==> config.mk <==
export PLATFORM = sky130hd
export DESIGN_NAME = layer_argmax
export DESIGN_NICKNAME = d
export VERILOG_FILES = /design/src/rtl/layer_argmax.sv
export SDC_FILE = /design/constraint.sdc
export NUM_CORES = 1
export LEC_CHECK = 0
export ABC_AREA = 1
export ABC_CLOCK_PERIOD_IN_PS = 7080
export BUFFER_PORTS_ARGS = -buffer_cell sky130_fd_sc_hd__buf_2
export CORE_MARGIN = 1
export CORE_UTILIZATION = 55
export CTS_CLUSTER_DIAMETER = 80
export DETAILED_ROUTE_END_ITERATION = 8
export GPL_ROUTABILITY_DRIVEN = 1
export PLACE_DENSITY = 0.81
export SYNTH_ARGS = -nofsm -noshare
export SYNTH_HDL_FRONTEND = slang
export SYNTH_SLANG_ARGS = --single-unit
==> constraint.sdc <==
create_clock -name clk -period 7.08 [get_ports clk]
set_input_delay 0.708 -clock clk [delete_from_list [all_inputs] [get_ports clk]]
set_output_delay 0.708 -clock clk [all_outputs]
set_load 0.01 [all_outputs]
==> src/rtl/layer_argmax.sv <==
// layer_argmax: output-layer argmax for the digit-detection network.
// Accepts N_CLASSES signed scores one per handshake, keeps the running
// signed maximum (ties keep the lower index), mirrors every score into a
// readback buffer, and presents the winning index and score on a
// valid/ready result port.
//
// state   | meaning
// --------+---------------------------------------------------------
// S_IDLE  | waiting for start; no input or output handshakes
// S_ACCUM | accepting scores, tracking the running maximum
// S_DONE  | result held on out_class/out_value until out_ready
module layer_argmax #(
   parameter int N_CLASSES = 10,
   parameter int DATA_W    = 32,
   parameter int IDX_W     = 4
) (
   input  logic              clk,
   input  logic              rst,
   input  logic              start,
   input  logic              in_valid,
   output logic              in_ready,
   input  logic [DATA_W-1:0] in_data,
   output logic              out_valid,
   input  logic              out_ready,
   output logic [IDX_W-1:0]  out_class,
   output logic [DATA_W-1:0] out_value,
   output logic              busy,
   input  logic [IDX_W-1:0]  rd_addr,
   output logic [DATA_W-1:0] rd_data
);

   typedef enum logic [1:0] {
      S_IDLE  = 2'd0,
      S_ACCUM = 2'd1,
      S_DONE  = 2'd2
   } state_t;

   state_t            r_state;
   logic [IDX_W-1:0]  r_cnt;
   logic [IDX_W-1:0]  r_class;
   logic [DATA_W-1:0] r_value;
   logic [DATA_W-1:0] r_buf [N_CLASSES];
   logic [DATA_W-1:0] r_rd_data;

   logic w_accept;
   logic w_last;
   logic w_first;
   logic w_greater;
   logic w_rd_in_range;

   // Handshake and compare decode; in_ready depends only on registered state.
   assign in_ready      = (r_state == S_ACCUM);
   assign out_valid     = (r_state == S_DONE);
   assign busy          = (r_state != S_IDLE);
   assign w_accept      = in_valid && in_ready;
   assign w_first       = (r_cnt == '0);
   assign w_last        = (r_cnt == IDX_W'(N_CLASSES - 1));
   assign w_greater     = ($signed(in_data) > $signed(r_value));
   assign w_rd_in_range = (int'(rd_addr) < N_CLASSES);

   assign out_class = r_class;
   assign out_value = r_value;
   assign rd_data   = r_rd_data;

   // Sequencer, running maximum and score buffer writes.
   always_ff @(posedge clk) begin
      if (rst) begin
         r_state <= S_IDLE;
         r_cnt   <= '0;
         r_class <= '0;
         r_value <= '0;
         for (int i = 0; i < N_CLASSES; i++) begin
            r_buf[i] <= '0;
         end
      end else begin
         case (r_state)
            S_IDLE: begin
               if (start) begin
                  r_state <= S_ACCUM;
                  r_cnt   <= '0;
                  r_class <= '0;
                  r_value <= '0;
               end
            end
            S_ACCUM: begin
               if (w_accept) begin
                  r_buf[r_cnt] <= in_data;
                  r_cnt        <= r_cnt + 1'b1;
                  // Strict compare: an equal later score never displaces
                  // the earlier index.
                  if (w_first || w_greater) begin
                     r_value <= in_data;
                     r_class <= r_cnt;
                  end
                  if (w_last) begin
                     r_state <= S_DONE;
                  end
               end
            end
            S_DONE: begin
               if (out_ready) begin
                  if (start) begin
                     r_state <= S_ACCUM;
                     r_cnt   <= '0;
                     r_class <= '0;
                     r_value <= '0;
                  end else begin
                     r_state <= S_IDLE;
                  end
               end
            end
            default: begin
               r_state <= S_IDLE;
            end
         endcase
      end
   end

   // Registered readback; a same-cycle write is seen on the following read.
   always_ff @(posedge clk) begin
      if (rst) begin
         r_rd_data <= '0;
      end else if (w_rd_in_range) begin
         r_rd_data <= r_buf[rd_addr];
      end else begin
         r_rd_data <= '0;
      end
   end

endmodule
Word level (Yosys, flattened, before mapping) --
Memories as Yosys holds them, arrays and structs flattened. A register that Yosys moved wholly into a read port is not among the register bits. Index checks and enable logic that the tools add are counted.
Cells by class: magnitude comparators 2, equality and inequality tests 8, mux-type cells 29, reduce and logical (&&, ||, !) cells 11, bitwise logic cells 1, $add $sub $neg 1
Operator list (number):
- $mux 32 | 5
- $pmux 32 s3 | 1
- $gt 32x32->1 | 1
- $mux 4 | 8
- $reduce_or 32->1 | 1
- $pmux 4 s3 | 2
- $mux 1 | 8
- $mux 2 | 4
- $ne 2x1->1 const B | 4
- $reduce_and 4->1 | 2
- $pmux 2 s3 | 1
- $add 4x1->4 const B | 1
- $eq 4x4->1 const B | 1
- $logic_not 4->1 | 1
- $lt 4x4->1 const B | 1
- $reduce_and 3->1 | 1
- $reduce_bool 3->1 | 1
- $eq 2x1->1 const B | 1
- $eq 2x2->1 const B | 1
- $logic_not 2->1 | 1
- $ne 2x2->1 const B | 1
- $reduce_bool 2->1 | 1
- $reduce_or 2->1 | 1
- $logic_and 1x1->1 | 1
- 2 further kinds | 2
Storage, ports and cells: bits in writable memories 320, bits in registers 42, input bits 41, word-level logic and storage cells 57, memories 1, output and inout bits 71
Memories:
- r_buf | depth 10, width 32, rd ports 1, clocked after memory_dff 1, wr ports 10, line 42 | logic [DATA_W-1:0] r_buf [N_CLASSES];

Logic depth before layout (Yosys ltp) --
Gate-level depths: netlist (run 1).
depth in word-level cells 8, depth in mapped cells 20, gate-level depth less buffers 18

Least setup slack after synthesis (run 1) --
No wires, ideal clock.
path type input port to flip-flop, start point input port in_valid, end point memory r_buf[9][0], enable pin, data required time 6.659 ns, path buffers 0, cell stages on the path 4, setup time 0.421 ns, data arrival time 2.535 ns, setup slack 4.124 ns, path through inv_1 > nor4_1 > nor2_1 > nor2_1
RTL lines:
- start: declaration | line 20 | input logic in_valid,
- end: declaration | line 42

==> key figures, run 1 <==
Synthesis
  – Synth cell types: 36
  – Yosys reg bits: 394
  – Synth top area cells: edfxtp_1 55%, nor2_1 11%, dfxtp_1 8.4%
  – Synth Area in XOR/XNOR: less than 1%
  – Compound-Gate Fraction of Synth Area: 7.601%
  – Ys Warns: 0
  – Ys flop type: edfxtp_1
  – Net count after synthesis: around 1,800
  – Most common cell in the netlist: nor2_1
  – Largest family of logic cells by synthesized area: simple AND/OR/NAND/NOR gates
  – Ys async rst share: 0%
  – Synth Area in Adders: 2.493%
  – Mapped Area: 17,560 um2
  – Synth Area in Simple Gates: 18.86%
  – Top cell type's share of synthesized area: roughly 55%
  – Register area share after synthesis: 63.15%
  – Mapped Cells: 1,773
  – Synth Area per Inst: 9.906 um2
  – Commonest cells in the netlist: 511 x nor2_1, 320 x edfxtp_1, 288 x nand2_1
  – Leading area contributor after synthesis: edfxtp_1
  – Mux cell area share after synthesis: 2.565%
  – Post-synth EDFFs: 320

Global routing
  – Largest net degree at the start of global routing: between 100 and 150
  – Overflow after GRT: 0
  – Initial antenna violation count: 0
  – GR Util All Layers: 25.90%
  – First-pass GRT wire length: between 60 and 70 mm
  – Number of global-route vias before repair: 12,170

Setup path
  – Critical Path Source Type: flip-flop
  – Crit path max fanout: 34
  – Most common cell on crit path: inv_2
  – CP max-delay cell: nand2_1
  – CP endpoint kind: flip-flop
  – CP cell instances: inv_2, nor2_4, inv_2, nor2_2, inv_2, nor2_2, inv_2, nor3_2, nand2_1, nand2_1, buf_4
  – RR Startpoint: r_state[0]
  – Arr. time, crit path: 4.50 ns
  – WP buf/inv: 5
  – CP startpoint: r_state[0]
  – Slowest stage delay, CP: 0.75 ns
  – Crit path kind: flip-flop to flip-flop
  – Critical path's top delay family: simple AND/OR/NAND/NOR gates
  – Critical path required time: 7.28 ns

Timing
  – Min Clock Period, post-route: 4.301 ns
  – Fmax: 0.2325 GHz
  – Final Worst Setup Slack: 2.779 ns
  – Unrepaired setup endpoints after global routing: false
  – Worst Tran Pin Value: 1.237 ns
  – Final period util: 60.74%
  – Setup Viol. Count Final: 0
  – Final Hold Fails: 0
  – Final Skew: 0.01854 ns
  – Pins Over Slew Limit: 0
  – Max-slew headroom: 17.56%
  – TNS Setup: 0 ns

Finish
  – Nets: between 1,500 and 2,000
  – Fin cells: 2,275
  – Layout area overhead: 11.90%
  – ANT cells: 0
  – Share of cells above drive strength 1: 11.43%

Floorplanning
  – # rows: 65
  – Ports: 112
  – Starting Density: 55.80%
  – Die area: 32,650 um2
  – Die Span Y: 180.7 um
  – Core footprint: 31,470 um2
  – Die X: ~180 um

CTS
  – Root Driver: clkbuf_16
  – Hold_buf cts: 0
  – CTS tree: yes
  – Clk_lat worst skew: 0.53 ns
  – Num Clock Sinks: just under 400
  – Post-CTS Resized: 0
  – Longest Clk Path Bufs: 3
  – Total CTS buffers: 40
  – Clock H-tree levels: 2
  – Post-CTS setup buffers: 0
  – Worst-path clk slew: 0.06 ns

Routing
  – WL per Instance: 18.65 um
  – Via Count: 13,110
  – Detailed Route WL: 42.43 mm
  – Detail Route Antenna Nets: 0
  – First-pass detailed-route iteration total: 6
  – DRC errors left: 0
  – Starting DRC count in detailed routing: 1,548
  – Vias/cell: 5.764

Placed design
  – Pre-CTS setup slack: approximately 2.8 ns
  – Port bufs: ~110
  – Placer Congestion: 0.8655
  – Placed instance count: about 2,200
  – HPWL Detailed: 26.56 mm

Pwr
  – Cell internal pwr: 3.985 mW
  – Clock network fraction of total power: 38.4%
  – Worst VDD drop: 0.0001692 V
  – Leak: 8.029 nW
  – Reg power frac: roughly half
  – P_sw: 1.325 mW
  – Comb power frac: between 10% and 20%
  – PwrDens: approximately 270 nW/um2
  – Sw Ratio: 24.95%

Status
  – Status: completed

Worst hold path
  – Hold crit path type: flip-flop to flip-flop
  – Min-delay src: out_class[2]

Job
  – Maxcap violations: 0
==> per-stage QoR <==
stage | hold slack, ns | util, % | instance area (um2) | power [mW]
2_1_floorplan | 0.5158 | - | 17560 | 3.110
3_3_place_gp | 0.4630 | 58.42 | 18390 | 3.285
3_5_place_dp | 0.4791 | 58.42 | 18390 | 3.308
4_1_cts | 0.5022 | 62.44 | 19650 | 5.319
5_1_grt | 0.5124 | 62.44 | 19650 | 5.494
6_report | 0.4992 | 62.44 | 19650 | 5.310
==> layout make-up <==
cell class,instances,area (um2)
clock buffers,57,1159
clock inverters,16,108.9
fillers,2408,11820
inverters,129,485.5
multi-input cells,1141,5555
flip-flops and latches,394,11090
well taps,402,503.0
repair buffers,136,752.0
==> cell families after synthesis <==
group	count (synthesis)
flip-flops	394
AND/OR/NAND/NOR	854
AO/OA/AOI/OAI	206
adder cells (fa/ha/maj)	35
buffers and inverters	238
XOR/XNOR	1
multiplexers	45
==> metal layers <==
metal	share of wire, %	up-vias	global-route usage [%]
li1	-	6085	-
met1	42	6213	38.55
met2	45	749	39.00
met3	11	66	4.878
met4	2.0	0	6.974
met5	0	-	0
==> registers in the layout, summed over array words and instances (netlist names) <==
| register | flops |
|---|---|
| r_state | 2 |
| r_buf | 320 |
| rd_data | 32 |
| out_value | 32 |
| r_cnt | 4 |
| out_class | 4 |
==> worst paths after layout <==
check	depth (start not counted)	slack, ns	endpoint
hold / removal	2	0.50	out_class[2]
setup / recovery	11	2.78	r_buf[2][5]
setup reg to reg	11	2.78	r_buf[2][5]
hold reg to reg	2	0.50	out_class[2]
==> layout by cell type, fill, tap and decap left out, types with 2 or more instances in the layout <==
| cell type | netlist | final |
|---|---|---|
| buf_4 | 1 | 26 |
| o21ai_0 | 68 | 68 |
| nand3_1 | 41 | 41 |
| nor2_1 | 511 | 510 |
| buf_2 | 13 | 109 |
| a21oi_1 | 47 | 47 |
| a21o_1 | 3 | 3 |
| inv_2 | 6 | 5 |
| clkbuf_1 | 89 | 11 |
| clkinv_1 | 1 | 4 |
| edfxtp_1 | 320 | 320 |
| o211ai_1 | 19 | 19 |
| clkinv_2 | 0 | 11 |
| ha_1 | 35 | 35 |
| nor3_2 | 2 | 3 |
| clkbuf_16 | 0 | 43 |
| dfxtp_1 | 74 | 74 |
| mux2i_1 | 45 | 45 |
| o221ai_1 | 45 | 45 |
| nor2_2 | 4 | 5 |
| o32ai_1 | 19 | 19 |
| nand2_1 | 288 | 288 |
| clkbuf_8 | 0 | 3 |
| inv_1 | 122 | 122 |
| inv_6 | 0 | 2 |
| nand4_1 | 2 | 2 |
==> worst reg2reg max path, stage by stage (launching register included) <==
cell and delay [ns]:
dfxtp_1 0.35, inv_2 0.07, nor2_4 0.45, inv_2 0.32
nor2_2 0.21, inv_2 0.07, nor2_2 0.12, inv_2 0.26
nor3_2 0.29, nand2_1 0.69, nand2_1 0.75, buf_4 0.39
==> power by group through the flow <==
stage	registers (mW)	clock network (mW)	logic, mW
3_5_place_dp	2.71	0	0.600
6_report	2.66	2.04	0.610
5_1_grt	2.67	2.14	0.683
2_1_floorplan	2.72	0	0.390
3_3_place_gp	2.70	0	0.583
4_1_cts	2.66	2.05	0.606
No activity file was read; power rests on OpenSTA's default activity.
==> run 2: changes to the inputs <==
--- a/config.mk
+++ b/config.mk
@@ -6,7 +6,7 @@
 export NUM_CORES = 1
 export LEC_CHECK = 0
 export ABC_AREA = 1
-export ABC_CLOCK_PERIOD_IN_PS = 7080
+export ABC_CLOCK_PERIOD_IN_PS = 4400
 export BUFFER_PORTS_ARGS = -buffer_cell sky130_fd_sc_hd__buf_2
 export CORE_MARGIN = 1
 export CORE_UTILIZATION = 55
==> constraint.sdc (replaced) <==
create_clock -name clk -period 4.4 [get_ports clk]
set_input_delay 0.44 -clock clk [delete_from_list [all_inputs] [get_ports clk]]
set_output_delay 0.44 -clock clk [all_outputs]
set_load 0.01 [all_outputs]
==> key figures, run 2 (same netlist as run 1, synthesis figures left out) <==
Status
  – Status: completed

Setup path
  – Arr. time, crit path: 3.48 ns
  – Slowest stage delay, CP: 0.49 ns
  – Critical path required time: 4.69 ns
  – CP max-delay cell: inv_2
  – CP cell instances: nor2_4, inv_2, nor2_2, inv_2, nor2_2, inv_2, nor3_2, nand2_1, buf_4, nand2_1, buf_12
  – Most common cell on crit path: inv_2
  – CP endpoint kind: flip-flop
  – Crit path max fanout: 34
  – Crit path kind: flip-flop to flip-flop
  – Critical Path Source Type: flip-flop

Timing
  – Unrepaired setup endpoints after global routing: false
  – Pins Over Slew Limit: 0
  – Fmax: 0.3140 GHz
  – Min Clock Period, post-route: 3.185 ns
  – Final period util: 72.38%
  – Setup Viol. Count Final: 0
  – TNS Setup: 0 ns
  – Worst Tran Pin Value: 1.180 ns
  – Max-slew headroom: 21.30%
  – Final Skew: 0.01618 ns
  – Final Hold Fails: 0

Placed design
  – Port bufs: 111
  – Placer Congestion: just under 0.9
  – HPWL Detailed: 27.96 mm
  – Placed cell areas: 18,460 um2
  – Placed instance count: ~2,200

Routing
  – Detailed Route WL: 43.47 mm
  – Detail Route Antenna Nets: 0
  – WL per Instance: roughly 19 um
  – Starting DRC count in detailed routing: 1,790
  – Vias/cell: 5.839
  – First-pass detailed-route iteration total: 5
  – Via Count: about 13,000
  – DRC errors left: 0

Finish
  – Fin cells: about 2,300
  – Max reg flops: 320
  – Fill count: 2,396
  – Most common cell after layout, fill and taps aside: nor2_1
  – Nets: 1,921
  – ANT cells: 0
  – Commonest cells after routing, fill and taps aside: 510 x nor2_1, 320 x edfxtp_1, 288 x nand2_1
  – Most flops, register: r_buf
  – Share of cells above drive strength 1: 11.88%
  – Layout area overhead: 13.08%
  – Design Area, Final: 19,860 um2

Floorplanning
  – Die area: 32,650 um2
  – Core footprint: 31,470 um2
  – Ports: 112
  – Die X: 180.7 um
  – Starting Density: 55.80%
  – Die Span Y: 180.7 um
  – # rows: 65

Global routing
  – Largest net degree at the start of global routing: 130
  – Initial antenna violation count: 0
  – GR Util All Layers: 26.65%
  – Number of global-route vias before repair: 12,420
  – Overflow after GRT: 0
  – First-pass GRT wire length: 67.88 mm

Worst hold path
  – Hold crit path type: input pin to flip-flop

CTS
  – Longest Clk Path Bufs: 3
  – Root Driver: clkbuf_16
  – Clk_lat worst skew: roughly 0.54 ns
  – Num Clock Sinks: 394
  – Post-CTS setup buffers: 0
  – Post-CTS Resized: 0
  – Hold_buf cts: 0
  – Total CTS buffers: just over 40
  – Clock H-tree levels: 2
  – Worst-path clk slew: 0.06 ns
  – CTS tree: yes

Pwr
  – Leak: 8.110 nW
  – Worst VDD drop: about 0.00026 V
  – PwrDens: roughly 450 nW/um2

Job
  – Maxcap violations: 0
run 2: metal layers:
metal / GRT usage [%] / part of all wire [%] / vias to the layer above
met5: 0 / 0 / -
met4: 6.632 / 1.8 / 0
met3: 5.866 / 13 / 59
met2: 39.12 / 44 / 839
met1: 40.21 / 41 / 6321
li1: - / - / 6087
run 2: path summary, 6_finish.rpt:
| check | from | to | slack (ns) | cells after the start |
|---|---|---|---|---|
| worst max-delay path | r_state[1] | r_buf[6][24] | 1.22 | 11 |
| worst min-delay path | rst | out_value[9] | 0.24 | 2 |
| worst max register to register | r_state[1] | r_buf[6][24] | 1.22 | 11 |
| worst min register to register | out_class[2] | out_class[2] | 0.50 | 2 |
run 2: worst max-delay path, delay by kind of cell, from the launching register on:
kind	cells	cell delay, ns
buffers and inverters	5	1.59
and+or+nand+nor	6	0.91
DFF	1	0.40
run 2: stage by stage:
stage | util (%) | hold slack [ns] | power [mW] | setup slack, ns
2_1_floorplan | - | 0.5158 | 5.004 | 1.510
3_3_place_gp | 58.66 | 0.4646 | 5.310 | 1.307
3_5_place_dp | 58.66 | 0.4792 | 5.344 | 1.288
4_1_cts | 63.10 | 0.2286 | 8.876 | 1.267
5_1_grt | 63.10 | 0.2556 | 9.159 | 1.077
6_report | 63.10 | 0.2439 | 8.882 | 1.215
run 2: layout make-up:
type | instances | area (um2) | area share, %
multi-input cells | 1141 | 5555 | 27.97
repair buffers | 138 | 829.5 | 4.177
flip-flops and latches | 394 | 11090 | 55.84
well taps | 402 | 503.0 | 2.533
clock inverters | 26 | 290.3 | 1.462
clock buffers | 49 | 1106 | 5.569
inverters | 129 | 485.5 | 2.444
run 2: report_power, final:
group | switching [mW] | internal [mW]
combinational | 0.690 | 0.314
sequential | 0.0753 | 4.21
clock | 1.44 | 2.15
